$ cat src/rtl/maze_controller.sv
// maze_controller: game FSM owning player/exit positions, move validation via maze ROM and the interval timer.
module maze_controller #(
   parameter int START_BCOL         = 1,
   parameter int START_BROW         = 1,
   parameter int EXIT_BCOL          = 38,
   parameter int EXIT_BROW          = 27,
   parameter int TICKS_PER_INTERVAL = 50_000_000,
   parameter int MAX_INTERVALS      = 40,
   parameter int MAX_BCOL           = 39,
   parameter int MAX_BROW           = 28
) (
   input  logic        clk,
   input  logic        rst,
   input  logic        i_control,
   input  logic        i_up,
   input  logic        i_down,
   input  logic        i_left,
   input  logic        i_right,
   output logic        o_rom_en,
   output logic [10:0] o_rom_addr,
   input  logic [15:0] i_rom_data,
   output logic [5:0]  o_player_bcol,
   output logic [5:0]  o_player_brow,
   output logic [5:0]  o_exit_bcol,
   output logic [5:0]  o_exit_brow,
   output logic [5:0]  o_two_seconds_intervals,
   output logic        o_win,
   output logic        o_lose
);
   typedef enum logic [2:0] {IDLE, PLAY, REQ, CHECK, WIN, LOSE} state_t;
   localparam int TW = $clog2(TICKS_PER_INTERVAL + 1);
   localparam logic [TW-1:0] TICK_LAST = TW'(TICKS_PER_INTERVAL - 1);
   localparam logic [5:0] S_COL = 6'(START_BCOL), S_ROW = 6'(START_BROW);
   localparam logic [5:0] E_COL = 6'(EXIT_BCOL), E_ROW = 6'(EXIT_BROW);

   state_t         state_q, state_d;
   logic [5:0]     pcol_q, pcol_d, prow_q, prow_d, tcol_q, tcol_d, trow_q, trow_d;
   logic [5:0]     ivl_q, ivl_d;
   logic [TW-1:0]  tick_q, tick_d;
   logic           rom_en_q, rom_en_d, win_q, lose_q, active;
   logic [10:0]    rom_addr_q, rom_addr_d;

   always_comb begin
      state_d = state_q;
      pcol_d  = pcol_q;
      prow_d  = prow_q;
      tcol_d  = tcol_q;
      trow_d  = trow_q;
      tick_d  = tick_q;
      ivl_d   = ivl_q;
      active  = state_q inside {PLAY, REQ, CHECK};
      if (active) begin
         tick_d = (tick_q == TICK_LAST) ? '0 : tick_q + 1'b1;
         ivl_d  = (tick_q == TICK_LAST) ? ivl_q + 6'd1 : ivl_q;
      end
      case (state_q)
         IDLE: state_d = i_control ? PLAY : IDLE;
         PLAY: begin
            // Target is latched even for rejected moves; it is only used after REQ.
            if (i_up) begin
               tcol_d  = pcol_q;
               trow_d  = prow_q - 6'd1;
               state_d = (prow_q != 6'd0) ? REQ : PLAY;
            end else if (i_down) begin
               tcol_d  = pcol_q;
               trow_d  = prow_q + 6'd1;
               state_d = (prow_q < 6'(MAX_BROW)) ? REQ : PLAY;
            end else if (i_left) begin
               tcol_d  = pcol_q - 6'd1;
               trow_d  = prow_q;
               state_d = (pcol_q != 6'd0) ? REQ : PLAY;
            end else if (i_right) begin
               tcol_d  = pcol_q + 6'd1;
               trow_d  = prow_q;
               state_d = (pcol_q < 6'(MAX_BCOL)) ? REQ : PLAY;
            end
         end
         REQ: state_d = CHECK;
         CHECK: begin
            if (i_rom_data == 16'h0000) begin
               pcol_d  = tcol_q;
               prow_d  = trow_q;
               state_d = (tcol_q == E_COL && trow_q == E_ROW) ? WIN : PLAY;
            end else begin
               state_d = PLAY;
            end
         end
         default: begin
            if (i_control) begin
               state_d = IDLE;
               pcol_d  = S_COL;
               prow_d  = S_ROW;
               tick_d  = '0;
               ivl_d   = 6'd0;
            end
         end
      endcase
      if (active && ivl_d == 6'(MAX_INTERVALS) && state_d != WIN) begin
         state_d = LOSE;
         pcol_d  = pcol_q;
         prow_d  = prow_q;
      end
      rom_en_d   = (state_d == REQ);
      rom_addr_d = rom_en_d ? {trow_d[4:0], tcol_d} : 11'd0;
   end

   always_ff @(posedge clk) begin
      if (rst) begin
         state_q    <= IDLE;
         pcol_q     <= S_COL;
         prow_q     <= S_ROW;
         tcol_q     <= 6'd0;
         trow_q     <= 6'd0;
         tick_q     <= '0;
         ivl_q      <= 6'd0;
         rom_en_q   <= 1'b0;
         rom_addr_q <= 11'd0;
         win_q      <= 1'b0;
         lose_q     <= 1'b0;
      end else begin
         state_q    <= state_d;
         pcol_q     <= pcol_d;
         prow_q     <= prow_d;
         tcol_q     <= tcol_d;
         trow_q     <= trow_d;
         tick_q     <= tick_d;
         ivl_q      <= ivl_d;
         rom_en_q   <= rom_en_d;
         rom_addr_q <= rom_addr_d;
         win_q      <= (state_d == WIN);
         lose_q     <= (state_d == LOSE);
      end
   end

   assign o_rom_en                = rom_en_q;
   assign o_rom_addr              = rom_addr_q;
   assign o_player_bcol           = pcol_q;
   assign o_player_brow           = prow_q;
   assign o_exit_bcol             = E_COL;
   assign o_exit_brow             = E_ROW;
   assign o_two_seconds_intervals = ivl_q;
   assign o_win                   = win_q;
   assign o_lose                  = lose_q;
endmodule

$ cat config.mk
export PLATFORM = sky130hd
export DESIGN_NAME = maze_controller
export DESIGN_NICKNAME = d
export VERILOG_FILES = /design/src/rtl/maze_controller.sv
export SDC_FILE = /design/constraint.sdc
export NUM_CORES = 1
export LEC_CHECK = 0
export CORE_MARGIN = 3
export CORE_UTILIZATION = 40
export CTS_CLUSTER_DIAMETER = 200
export DETAILED_ROUTE_END_ITERATION = 6
export PLACE_DENSITY = 0.66
export SETUP_SLACK_MARGIN = 0.4
export SLEW_MARGIN = 20
export SYNTH_ARGS = -nofsm -noshare
export SYNTH_HDL_FRONTEND = slang
export SYNTH_SLANG_ARGS = --single-unit
$ cat constraint.sdc
create_clock -name clk -period 2.5 [get_ports clk]
set_input_delay 0.5 -clock clk [delete_from_list [all_inputs] [get_ports clk]]
set_output_delay 0.5 -clock clk [all_outputs]
set_load 0.01 [all_outputs]
**Word level (Yosys, flattened, before mapping)**

Cells that the tools add are included.

- Flip-flop bits (word level): 73
- Input bits: 23
- Output and inout port bits: 44
- Word-level logic and storage cells: 87

- Add/sub/neg operators: 6
- $lt $le $gt $ge: 2
- Equal/unequal tests: 12
- Mux-type cells: 37
- Bitwise logic cells: 3
- Reduce and logical (&&, ||, !) cells: 15

Operators by type and width:

| kind | count |
|---|---|
| two-way mux 26 bit | 4 |
| two-way mux 6 bit | 16 |
| adder 26 x 1 -> 26 bit (second input constant) | 1 |
| equality test 26 bit (second input constant) | 1 |
| two-way mux 3 bit | 8 |
| one-hot mux 6 bit (2 select lines) | 2 |
| adder 6 x 1 -> 6 bit (second input constant) | 3 |
| zero test 16 bit | 1 |
| equality test 6 bit (second input constant) | 2 |
| one-hot mux 3 bit (4 select lines) | 1 |
| nonzero test 6 bit | 2 |
| subtractor 6 x 1 -> 6 bit (second input constant) | 2 |
| equality test 3 x 2 -> 1 bit (second input constant) | 3 |
| two-way mux 2 bit | 4 |
| equality test 3 bit (second input constant) | 2 |
| equality test 6 x 5 -> 1 bit (second input constant) | 1 |
| < comparator 6 x 5 -> 1 bit (second input constant) | 1 |
| < comparator 6 bit (second input constant) | 1 |
| two-way mux 5 bit | 1 |
| AND reduction 4 bit | 1 |
| nonzero test 4 bit | 1 |
| OR reduction 4 bit | 1 |
| equality test 3 x 1 -> 1 bit (second input constant) | 1 |
| logical AND 1 bit | 3 |
| other kinds (10) | 12 |

**Depth between registers and ports, before layout**

Gate-level depths: netlist of the first run.

- Depth in word-level cells: 13
- Mapped depth: 10
- Gate-level depth less buffers: 9

**Least setup slack after synthesis of the first run**

OpenSTA, ideal clock, no wires.

- Path kind: reg-to-reg
- From: register tick_q[0]
- To: register pcol_q[3] (netlist: o_player_bcol[3])
- Setup time: 0.117 ns
- Arrival: 2.567 ns
- Data required time: 2.383 ns
- Slack: -0.184 ns
- Stages on the path, launching flop included: 11
- Buffers on the path: 2
- Period minus slack after synthesis: 2.684 ns
- Path through: dfxtp_1 ha_1 inv_1 or4_4 buf_6 nor4_4 mux2i_1 nand4_2 nor3b_4 buf_6 a22o_2

- Longest elaborated chain between the ends: 10

RTL lines:

| element | line | source |
|---|---|---|
| start, declared | 39 | `logic [TW-1:0] tick_q, tick_d;` |
| start signal, assigned | 126 | `tick_q <= tick_d;` |
| equality test 26 bit * | 54 | `ivl_d = (tick_q == TICK_LAST) ? ivl_q + 6'd1 : ivl_q;` |
| two-way mux 6 bit * | 54 |  |
| two-way mux 6 bit * | 52 | `if (active) begin` |
| two-way mux 6 bit | 89 | `if (i_control) begin` |
| two-way mux 6 bit * | 56 | `case (state_q)` |
| equality test 6 bit * | 98 | `if (active && ivl_d == 6'(MAX_INTERVALS) && state_d != WIN) begin` |
| logical AND 1 bit * (2 in a row) | 98 |  |
| inverter 1 bit (no source line) * | - |  |
| AND reduction 4 bit (no source line) * | - |  |
| end signal, assigned | 122 | `pcol_q <= pcol_d;` |
| end, declared | 37 | `logic [5:0] pcol_q, pcol_d, prow_q, prow_d, tcol_q, tcol_d, trow_q, trow_d;` |

Every way passes the cells marked *; elsewhere a longest branch is shown, timed or not.
A chain may end at the register's enable or synchronous reset.

**Worst setup path after layout of the first run**

- From: register tick_q[1]
- To: register prow_q[0] (netlist: o_player_brow[0])

- Longest elaborated chain between the ends: 10

RTL lines:

| element | line | source |
|---|---|---|
| equality test 26 bit * | 54 |  |
| two-way mux 6 bit * | 54 |  |
| two-way mux 6 bit * | 52 |  |
| two-way mux 6 bit | 89 |  |
| two-way mux 6 bit * | 56 |  |
| equality test 6 bit * | 98 |  |
| logical AND 1 bit * (2 in a row) | 98 |  |
| inverter 1 bit (no source line) * | - |  |
| AND reduction 4 bit (no source line) * | - |  |
| end signal, assigned | 123 | `prow_q <= prow_d;` |
| end, declared | 37 |  |

Marked as above.

==> impl_results.rst, run 1 <==
.. list-table::
   :header-rows: 1

   * - Metric
     - Value
   * - Run status
     - finished clean
   * - Number of instances in the synthesized netlist
     - 442
   * - Number of pins exceeding their max-slew limit in the final report
     - 0
   * - Cell area after synthesis
     - 3731 µm²
   * - Count of unique library cells instantiated by Yosys
     - 59
   * - Critical path start-end classification
     - flip-flop to flip-flop
   * - Number of placement rows
     - 34
   * - Net switching share of the total power
     - 25.41%
   * - Routed length per instance
     - 15.07 µm
   * - First-pass GRT wire length
     - 15.88 mm
   * - Number of clock sinks
     - 73
   * - Sequential share of power
     - 47.2%
   * - Clock group share of total power
     - 39.1%
   * - PnR worst setup slack
     - 0.04713 ns
   * - Clock latency of the later-clocked register in the worst-skew pair
     - 0.34 ns
   * - Number of H-tree levels
     - 3
   * - Avg Synthesized Cell Area
     - 8.441 µm²
   * - Slew at the pin closest to its max-slew limit
     - 0.5466 ns
   * - Internal power of the cells
     - 1.915 mW
   * - Setup repair after global routing missed its margin
     - yes
   * - Final hold violations
     - 0
   * - Global placement routability congestion
     - 0.8591
   * - Power density cells
     - 481.5 nW/µm²
   * - Largest fanout on the critical path
     - 12
   * - Area grow syn2layout
     - 42.92%
   * - Fillcell total
     - 777
   * - Number of flip-flops and latches in the synthesized netlist
     - 73
   * - Vias
     - 3,527
   * - Chip width
     - 102.6 µm
   * - CP required
     - 2.72 ns
   * - Number of maximum-capacitance constraint violations
     - 0
   * - Clock tree buffer depth
     - 2
   * - FMAX
     - 407.7 MHz
   * - Sequential cell area fraction in the yosys report
     - 39.17%
   * - Asr flop ratio synth
     - 0%
   * - Clock slew seen by the registers of the worst setup and hold paths
     - 0.08 ns
   * - Port Buf Inserts
     - 54
   * - Maximum number of pins on one net before global-route repair
     - 25
   * - Placed Instances
     - 631
   * - Post-route antenna net violation count
     - 0
   * - Total global routing overflow
     - 0
   * - Placed wire-length estimate after detailed placement
     - 7.135 mm
   * - Worst hold path type
     - flip-flop to flip-flop
   * - Antenna Cells
     - 0
   * - Number of global-route vias before repair
     - 3,365
   * - Post-route clock skew
     - 0.006870 ns
   * - Via count normalized by instance count
     - 5.312
   * - Die area
     - 10,520 µm²
   * - Io pins
     - 67
   * - Power consumption
     - 2.568 mW
   * - First-pass iteration count of the detailed router
     - 4
   * - Global-route usage over all layers
     - 19.03%
   * - Relative slew slack
     - 63.56%
   * - Worst setup timing slack at the placement stage
     - -0.2163 ns
   * - Number of flops mapped to enable cells by yosys
     - 0
   * - 1st-iter DRT viols
     - 105
   * - Count of synthesis-stage warnings from yosys
     - 0
   * - Initial Util
     - 41.96%
   * - Final critical-path share of the clock period
     - 98.11%
   * - Data arrival time of the worst path
     - 2.68 ns
   * - Peak supply drop
     - 0.4794 mV
   * - Combinational Power Share
     - 13.7%
   * - Kind of end point of the critical path
     - flip-flop
   * - Inserted Clock Buffers
     - 9
   * - Non-filler cells in the finished layout
     - 664
   * - Leakage Power
     - 2.007 nW
   * - Final critical path time including I/O delays and setup
     - 2.453 ns
   * - Root cell of the clock tree
     - sky130_fd_sc_hd__clkbuf_8
   * - Core Area
     - 8891 µm²
   * - Clock tree from TritonCTS
     - done
   * - Total DRC errors in the routed layout
     - 0
   * - Nets@finish
     - 582
   * - Startpoint types
     - flip-flop
   * - Final WL
     - 10.01 mm
   * - Vertical die dimension
     - 102.6 µm
   * - # setup viols final
     - 0
   * - Number of antenna violations at the first check in global routing
     - 0
   * - Share of cells above drive strength 1
     - 25.90%
   * - Total net switching power
     - 0.6525 mW
   * - Most frequently used flop master after synthesis
     - sky130_fd_sc_hd__dfxtp_1
## timing repair
| action | 4_1_cts | 5_1_grt |
|---|---|---|
| resized for setup | 27 | 46 |
| endpoints found under the setup margin | 53 | 59 |
| cloned | 2 | 0 |
| buffers inserted | 10 | 5 |
| hold buffers | 0 | 0 |
| pin swaps | 5 | 10 |
## critical path, stage by stage, from the launching register on
cell and delay, ns:
sky130_fd_sc_hd__dfxtp_2 0.35, sky130_fd_sc_hd__ha_4 0.16, sky130_fd_sc_hd__inv_4 0.04, sky130_fd_sc_hd__or4_4 0.55, sky130_fd_sc_hd__nor4_4 0.20, sky130_fd_sc_hd__mux2i_2 0.33
sky130_fd_sc_hd__nand4_2 0.15, sky130_fd_sc_hd__buf_4 0.18, sky130_fd_sc_hd__o21ai_4 0.14, sky130_fd_sc_hd__buf_12 0.15, sky130_fd_sc_hd__a22oi_2 0.08
## path summary, 6_finish.rpt
kind                      end       from  slack (ns)  cells after the start
min reg2reg  o_player_brow[2]  trow_q[2]        0.50                      1
max          o_player_brow[0]  tick_q[1]        0.05                     10
min          o_player_brow[2]  trow_q[2]        0.50                      1
max reg2reg  o_player_brow[0]  tick_q[1]        0.05                     10
## kinds of logic after synthesis
group / after synthesis / synth area share (%)
and+or+nand+nor: 189 / 26.22
AOI/OAI and AO/OA: 84 / 15.66
DFF: 73 / 39.17
buffers and inverters: 47 / 6.808
xor gates and xnor gates: 36 / 8.451
adders and majority gates: 8 / 2.683
muxes: 3 / 0.8049
other: 2 / 0.2013
## Yosys cell counts (all sizes together), types with 2 or more instances
cell | n | area share [%]
conb | 2 | 0.20
o21bai | 2 | 0.70
a31oi | 6 | 1.2
ha | 8 | 2.7
buf | 18 | 3.9
a221oi | 2 | 0.47
and4 | 5 | 1.2
o21a | 2 | 0.40
xnor2 | 20 | 4.7
o211ai | 2 | 0.40
or4b | 2 | 0.54
o21ai | 16 | 2.2
dfxtp | 73 | 39
or3 | 6 | 1.0
nor3 | 9 | 1.2
nand2 | 23 | 2.3
mux2i | 3 | 0.80
nand3 | 20 | 2.8
a41oi | 2 | 0.47
clkbuf | 13 | 1.3
a21oi | 20 | 2.7
xor2 | 16 | 3.8
or2 | 4 | 0.67
and3 | 4 | 0.67
a22oi | 3 | 0.60
a22o | 10 | 2.6
o31ai | 3 | 0.60
nor4 | 10 | 2.1
nand4 | 7 | 1.3
nor2 | 77 | 7.7
a211oi | 6 | 1.2
inv | 16 | 1.6
and2 | 2 | 0.34
nand2b | 8 | 1.3
o22ai | 5 | 0.84
nand4b | 2 | 0.47
nor3b | 4 | 1.1
## layer usage
layer / GRT usage (%) / vias up / share of wire [%]
met5: 0 / - / 0
met1: 24.78 / 1693 / 45
li1: - / 1749 / -
met4: 6.054 / 0 / 1.4
met3: 4.533 / 14 / 3.9
met2: 31.18 / 71 / 49
## placed cells by master (no fill, tap or decap), drive strengths merged, types with 7 or more instances in the layout
cell           netlist  layout
a21oi               20      20
a22o                10      10
buf                 18      65
clkbuf              13       9
clkdlybuf4s50        0      53
conb                 2      12
dfxtp               73      73
ha                   8       8
inv                 16      16
nand2               23      23
nand2b               8       8
nand3               20      20
nand4                7       7
nor2                77      77
nor3                 9       9
nor4                10      10
o21ai               16      16
xnor2               20      20
xor2                16      16
## through the flow
stage	instance area (µm²)	hold WS, ns	TNS [ns]	utilization (%)
2_1_floorplan	3791	0.4440	-0.02940	-
3_3_place_gp	4638	0.4668	-2.551	52.17
3_5_place_dp	4638	0.4817	-3.054	52.17
4_1_cts	5101	0.4917	0	57.37
5_1_grt	5333	0.5184	-0.5099	59.98
6_report	5333	0.4986	0	59.98
## sequential cells by signal, summed over array words and instances, names as in the netlist
register and flops:
o_player_brow 6, o_win 1, o_two_seconds_intervals 6, trow_q 6, tcol_q 6, o_lose 1
o_rom_en 1, tick_q 26, state_q 3, o_rom_addr 11, o_player_bcol 6
## power groups by stage
| stage | clock network (mW) | registers, mW | logic [mW] |
|---|---|---|---|
| 3_5_place_dp | 0 | 1.24 | 0.279 |
| 3_3_place_gp | 0 | 1.24 | 0.275 |
| 5_1_grt | 1.07 | 1.22 | 0.384 |
| 6_report | 1.00 | 1.21 | 0.352 |
| 4_1_cts | 1.03 | 1.21 | 0.313 |
| 2_1_floorplan | 0 | 1.24 | 0.159 |
## area by class of cell
cell class | instances | area [µm²] | share of cell area (%)
Timing Repair Buffer | 119 | 1126 | 21.12
Multi-Input combinational cell | 332 | 2321 | 43.52
Sequential cell | 73 | 1469 | 27.55
Clock inverter | 7 | 95.09 | 1.783
Tap cell | 108 | 135.1 | 2.534
Inverter | 16 | 62.56 | 1.173
Clock buffer | 9 | 123.9 | 2.323
Power figures use the tool's default switching activity.
==> run 2: changes to the inputs <==
--- a/config.mk
+++ b/config.mk
@@ -9,6 +9,7 @@
 export CORE_UTILIZATION = 40
 export CTS_CLUSTER_DIAMETER = 200
 export DETAILED_ROUTE_END_ITERATION = 6
+export GPL_TIMING_DRIVEN = 0
 export PLACE_DENSITY = 0.66
 export SETUP_SLACK_MARGIN = 0.4
 export SLEW_MARGIN = 20
==> impl_results.rst, run 2 (synthesized netlist as in run 1, its figures left out) <==
.. list-table::
   :header-rows: 1

   * - Metric
     - Value
   * - Internal power of the cells
     - 1.947 mW
   * - Clock slew seen by the registers of the worst setup and hold paths
     - 0.08 ns
   * - Final WL
     - 10.19 mm
   * - Relative slew slack
     - 57.98%
   * - Io pins
     - 67
   * - Critical path start-end classification
     - flip-flop to flip-flop
   * - Placed Instances
     - 614
   * - Power consumption
     - 2.576 mW
   * - Setup repair after global routing missed its margin
     - yes
   * - Worst setup timing slack at the placement stage
     - -0.6753 ns
   * - First-pass iteration count of the detailed router
     - 4
   * - Commonest non-fill, non-tap cells in the layout
     - sky130_fd_sc_hd__dfxtp_1 (68), sky130_fd_sc_hd__nor2_1 (54), sky130_fd_sc_hd__clkdlybuf4s50_1 (53)
   * - Peak supply drop
     - 0.3121 mV
   * - Final Core Density
     - 61.24%
   * - Power density cells
     - 473.2 nW/µm²
   * - Number of pins exceeding their max-slew limit in the final report
     - 0
   * - Vertical die dimension
     - 102.6 µm
   * - Global placement routability congestion
     - 0.9127
   * - Number of buffer and inverter stages on the critical path
     - 3
   * - Final hold violations
     - 0
   * - FMAX
     - 392.4 MHz
   * - Cell type of the slowest stage on the worst timing path
     - sky130_fd_sc_hd__or4_4
   * - Net switching share of the total power
     - 24.42%
   * - Post-route antenna net violation count
     - 0
   * - Register-to-Register Setup Slack
     - -0.05 ns
   * - Sequential share of power
     - 47.3%
   * - Post-route clock skew
     - 0.01582 ns
   * - Clock group share of total power
     - 39.4%
   * - Final critical-path share of the clock period
     - 101.9%
   * - Hold Buf Count CTS
     - 0
   * - Most crowded layer after global routing
     - met2
   * - Initial Util
     - 41.96%
   * - Number of antenna violations at the first check in global routing
     - 0
   * - Chip width
     - 102.6 µm
   * - Crit-path most repeated cell
     - sky130_fd_sc_hd__buf_6
   * - Number of placement rows
     - 34
   * - # setup viols final
     - 10
   * - Combinational Power Share
     - 13.3%
   * - Non-filler cells in the finished layout
     - 664
   * - Critical path's top delay family
     - simple AND/OR/NAND/NOR gates
   * - Total global routing overflow
     - 0
   * - Critical path, cell by cell
     - ha_4, inv_2, or4_4, buf_6, nor4_4, mux2i_2, nand4_2, nor3b_4, buf_6, a22o_4
   * - Final critical path time including I/O delays and setup
     - 2.549 ns
   * - Number of global-route vias before repair
     - 3,399
   * - Clock tree buffer depth
     - 2
   * - Largest fanout on the critical path
     - 5
   * - Number of H-tree levels
     - 3
   * - Total DRC errors in the routed layout
     - 0
   * - Port Buf Inserts
     - 54
   * - Inserted Clock Buffers
     - 9
   * - PnR worst setup slack
     - -0.04859 ns
   * - Vias
     - 3,523
   * - Worst hold path type
     - flip-flop to flip-flop
   * - Flip-flop count of the largest register, all copies and words added
     - 26
   * - Fin Setup TNS
     - -0.4007 ns
   * - 1st-iter DRT viols
     - 165
   * - Data arrival time of the worst path
     - 2.79 ns
   * - Placed wire-length estimate after detailed placement
     - 6.754 mm
   * - Root cell of the clock tree
     - sky130_fd_sc_hd__clkbuf_8
   * - Share of cells above drive strength 1
     - 28.42%
   * - CP required
     - 2.74 ns
   * - Biggest register
     - tick_q
   * - Met3 track utilization from global routing
     - 4.804%
   * - Routed length per instance
     - 15.35 µm
   * - GR Util met2
     - 32.82%
   * - Met1 demand-to-capacity share in global routing
     - 24.37%
   * - Startpoint types
     - flip-flop
   * - Number of clock sinks
     - 73
   * - Hold Slack
     - 0.4696 ns
   * - Global-route usage over all layers
     - 19.51%
   * - Clock tree from TritonCTS
     - done
   * - Area grow syn2layout
     - 45.94%
   * - DP Area
     - 4467 µm²
   * - Die area
     - 10,520 µm²
   * - Run status
     - finished, violations left
   * - Slew at the pin closest to its max-slew limit
     - 0.6303 ns
   * - Clock latency of the later-clocked register in the worst-skew pair
     - 0.34 ns
   * - Kind of end point of the critical path
     - flip-flop
   * - Nets@finish
     - 582
   * - Number of maximum-capacitance constraint violations
     - 0
   * - Total net switching power
     - 0.6292 mW
   * - Via count normalized by instance count
     - 5.306
   * - Core Area
     - 8891 µm²
   * - Maximum number of pins on one net before global-route repair
     - 13
   * - Most common cell after layout, fill and taps aside
     - sky130_fd_sc_hd__dfxtp_1
   * - Leakage Power
     - 1.989 nW
   * - First-pass GRT wire length
     - 16.27 mm
   * - Finished Cell Area
     - 5445 µm²
   * - Worst stage delay on the critical path
     - 0.51 ns
   * - Antenna Cells
     - 0
   * - Violated checks
     - negative setup slack
[run 2: cell count changes in the layout (fill, tap and decap cells not counted), sizes merged]
cell	before	now
clkbuf	9	23
buf	65	54
clkinv	4	1
dlygate4sd2	0	1
dlymetal6s2s	1	0
[run 2: what timing repair did]
action / 4_1_cts / 5_1_grt
hold endpoints to repair: 0 / 0
resized for setup: 61 / 61
setup endpoints to repair: 61 / 67
cloned: 4 / 0
pin swaps: 30 / 21
buffers inserted: 21 / 9
[run 2: power groups by stage]
stage          clock network [mW]  logic, mW  registers, mW
6_report                     1.01      0.343           1.22
5_1_grt                      1.10      0.373           1.22
4_1_cts                      1.04      0.308           1.22
3_5_place_dp                    0      0.250           1.24
3_3_place_gp                    0      0.247           1.24
2_1_floorplan                   0      0.159           1.24
[run 2: final timing paths]
check | depth (start not counted) | from | end
setup / recovery | 10 | tick_q[1] | o_player_brow[2]
hold / removal | 2 | tcol_q[0] | o_player_bcol[0]
setup reg to reg | 10 | tick_q[1] | o_player_brow[2]
hold reg to reg | 2 | tcol_q[0] | o_player_bcol[0]
[run 2: worst reg2reg max path, cell delays in order, from the launching register on]
cell and delay [ns]:
sky130_fd_sc_hd__dfxtp_2 0.37, sky130_fd_sc_hd__ha_4 0.15, sky130_fd_sc_hd__inv_2 0.05, sky130_fd_sc_hd__or4_4 0.51, sky130_fd_sc_hd__buf_6 0.14, sky130_fd_sc_hd__nor4_4 0.19, sky130_fd_sc_hd__mux2i_2 0.32, sky130_fd_sc_hd__nand4_2 0.16
sky130_fd_sc_hd__nor3b_4 0.21, sky130_fd_sc_hd__buf_6 0.15, sky130_fd_sc_hd__a22o_4 0.20
[run 2: per-layer routing]
metal,vias up,share of wire [%]
met5,-,0
met4,0,2.0
met3,19,6.6
met2,109,50
met1,1643,41
li1,1752,-
[run 2: final cells by class]
| cell class | count | area, µm² |
|---|---|---|
| clock inverters | 4 | 76.32 |
| flip-flops and latches | 73 | 1468 |
| well taps | 108 | 135.1 |
| clock buffers | 12 | 145.1 |
| fillers | 746 | 3446 |
| plain buffers | 31 | 250.2 |
| inverters | 16 | 60.06 |
| repair buffers | 88 | 852.1 |
| multi-input cells | 332 | 2459 |
==> run 3: changes to the inputs <==
--- a/config.mk
+++ b/config.mk
@@ -12,7 +12,6 @@
 export GPL_TIMING_DRIVEN = 0
 export PLACE_DENSITY = 0.66
 export SETUP_SLACK_MARGIN = 0.4
-export SLEW_MARGIN = 20
 export SYNTH_ARGS = -nofsm -noshare
 export SYNTH_HDL_FRONTEND = slang
 export SYNTH_SLANG_ARGS = --single-unit
==> results of run 3 <==
Final layout, timing and power as in run 2 (identical DEF).
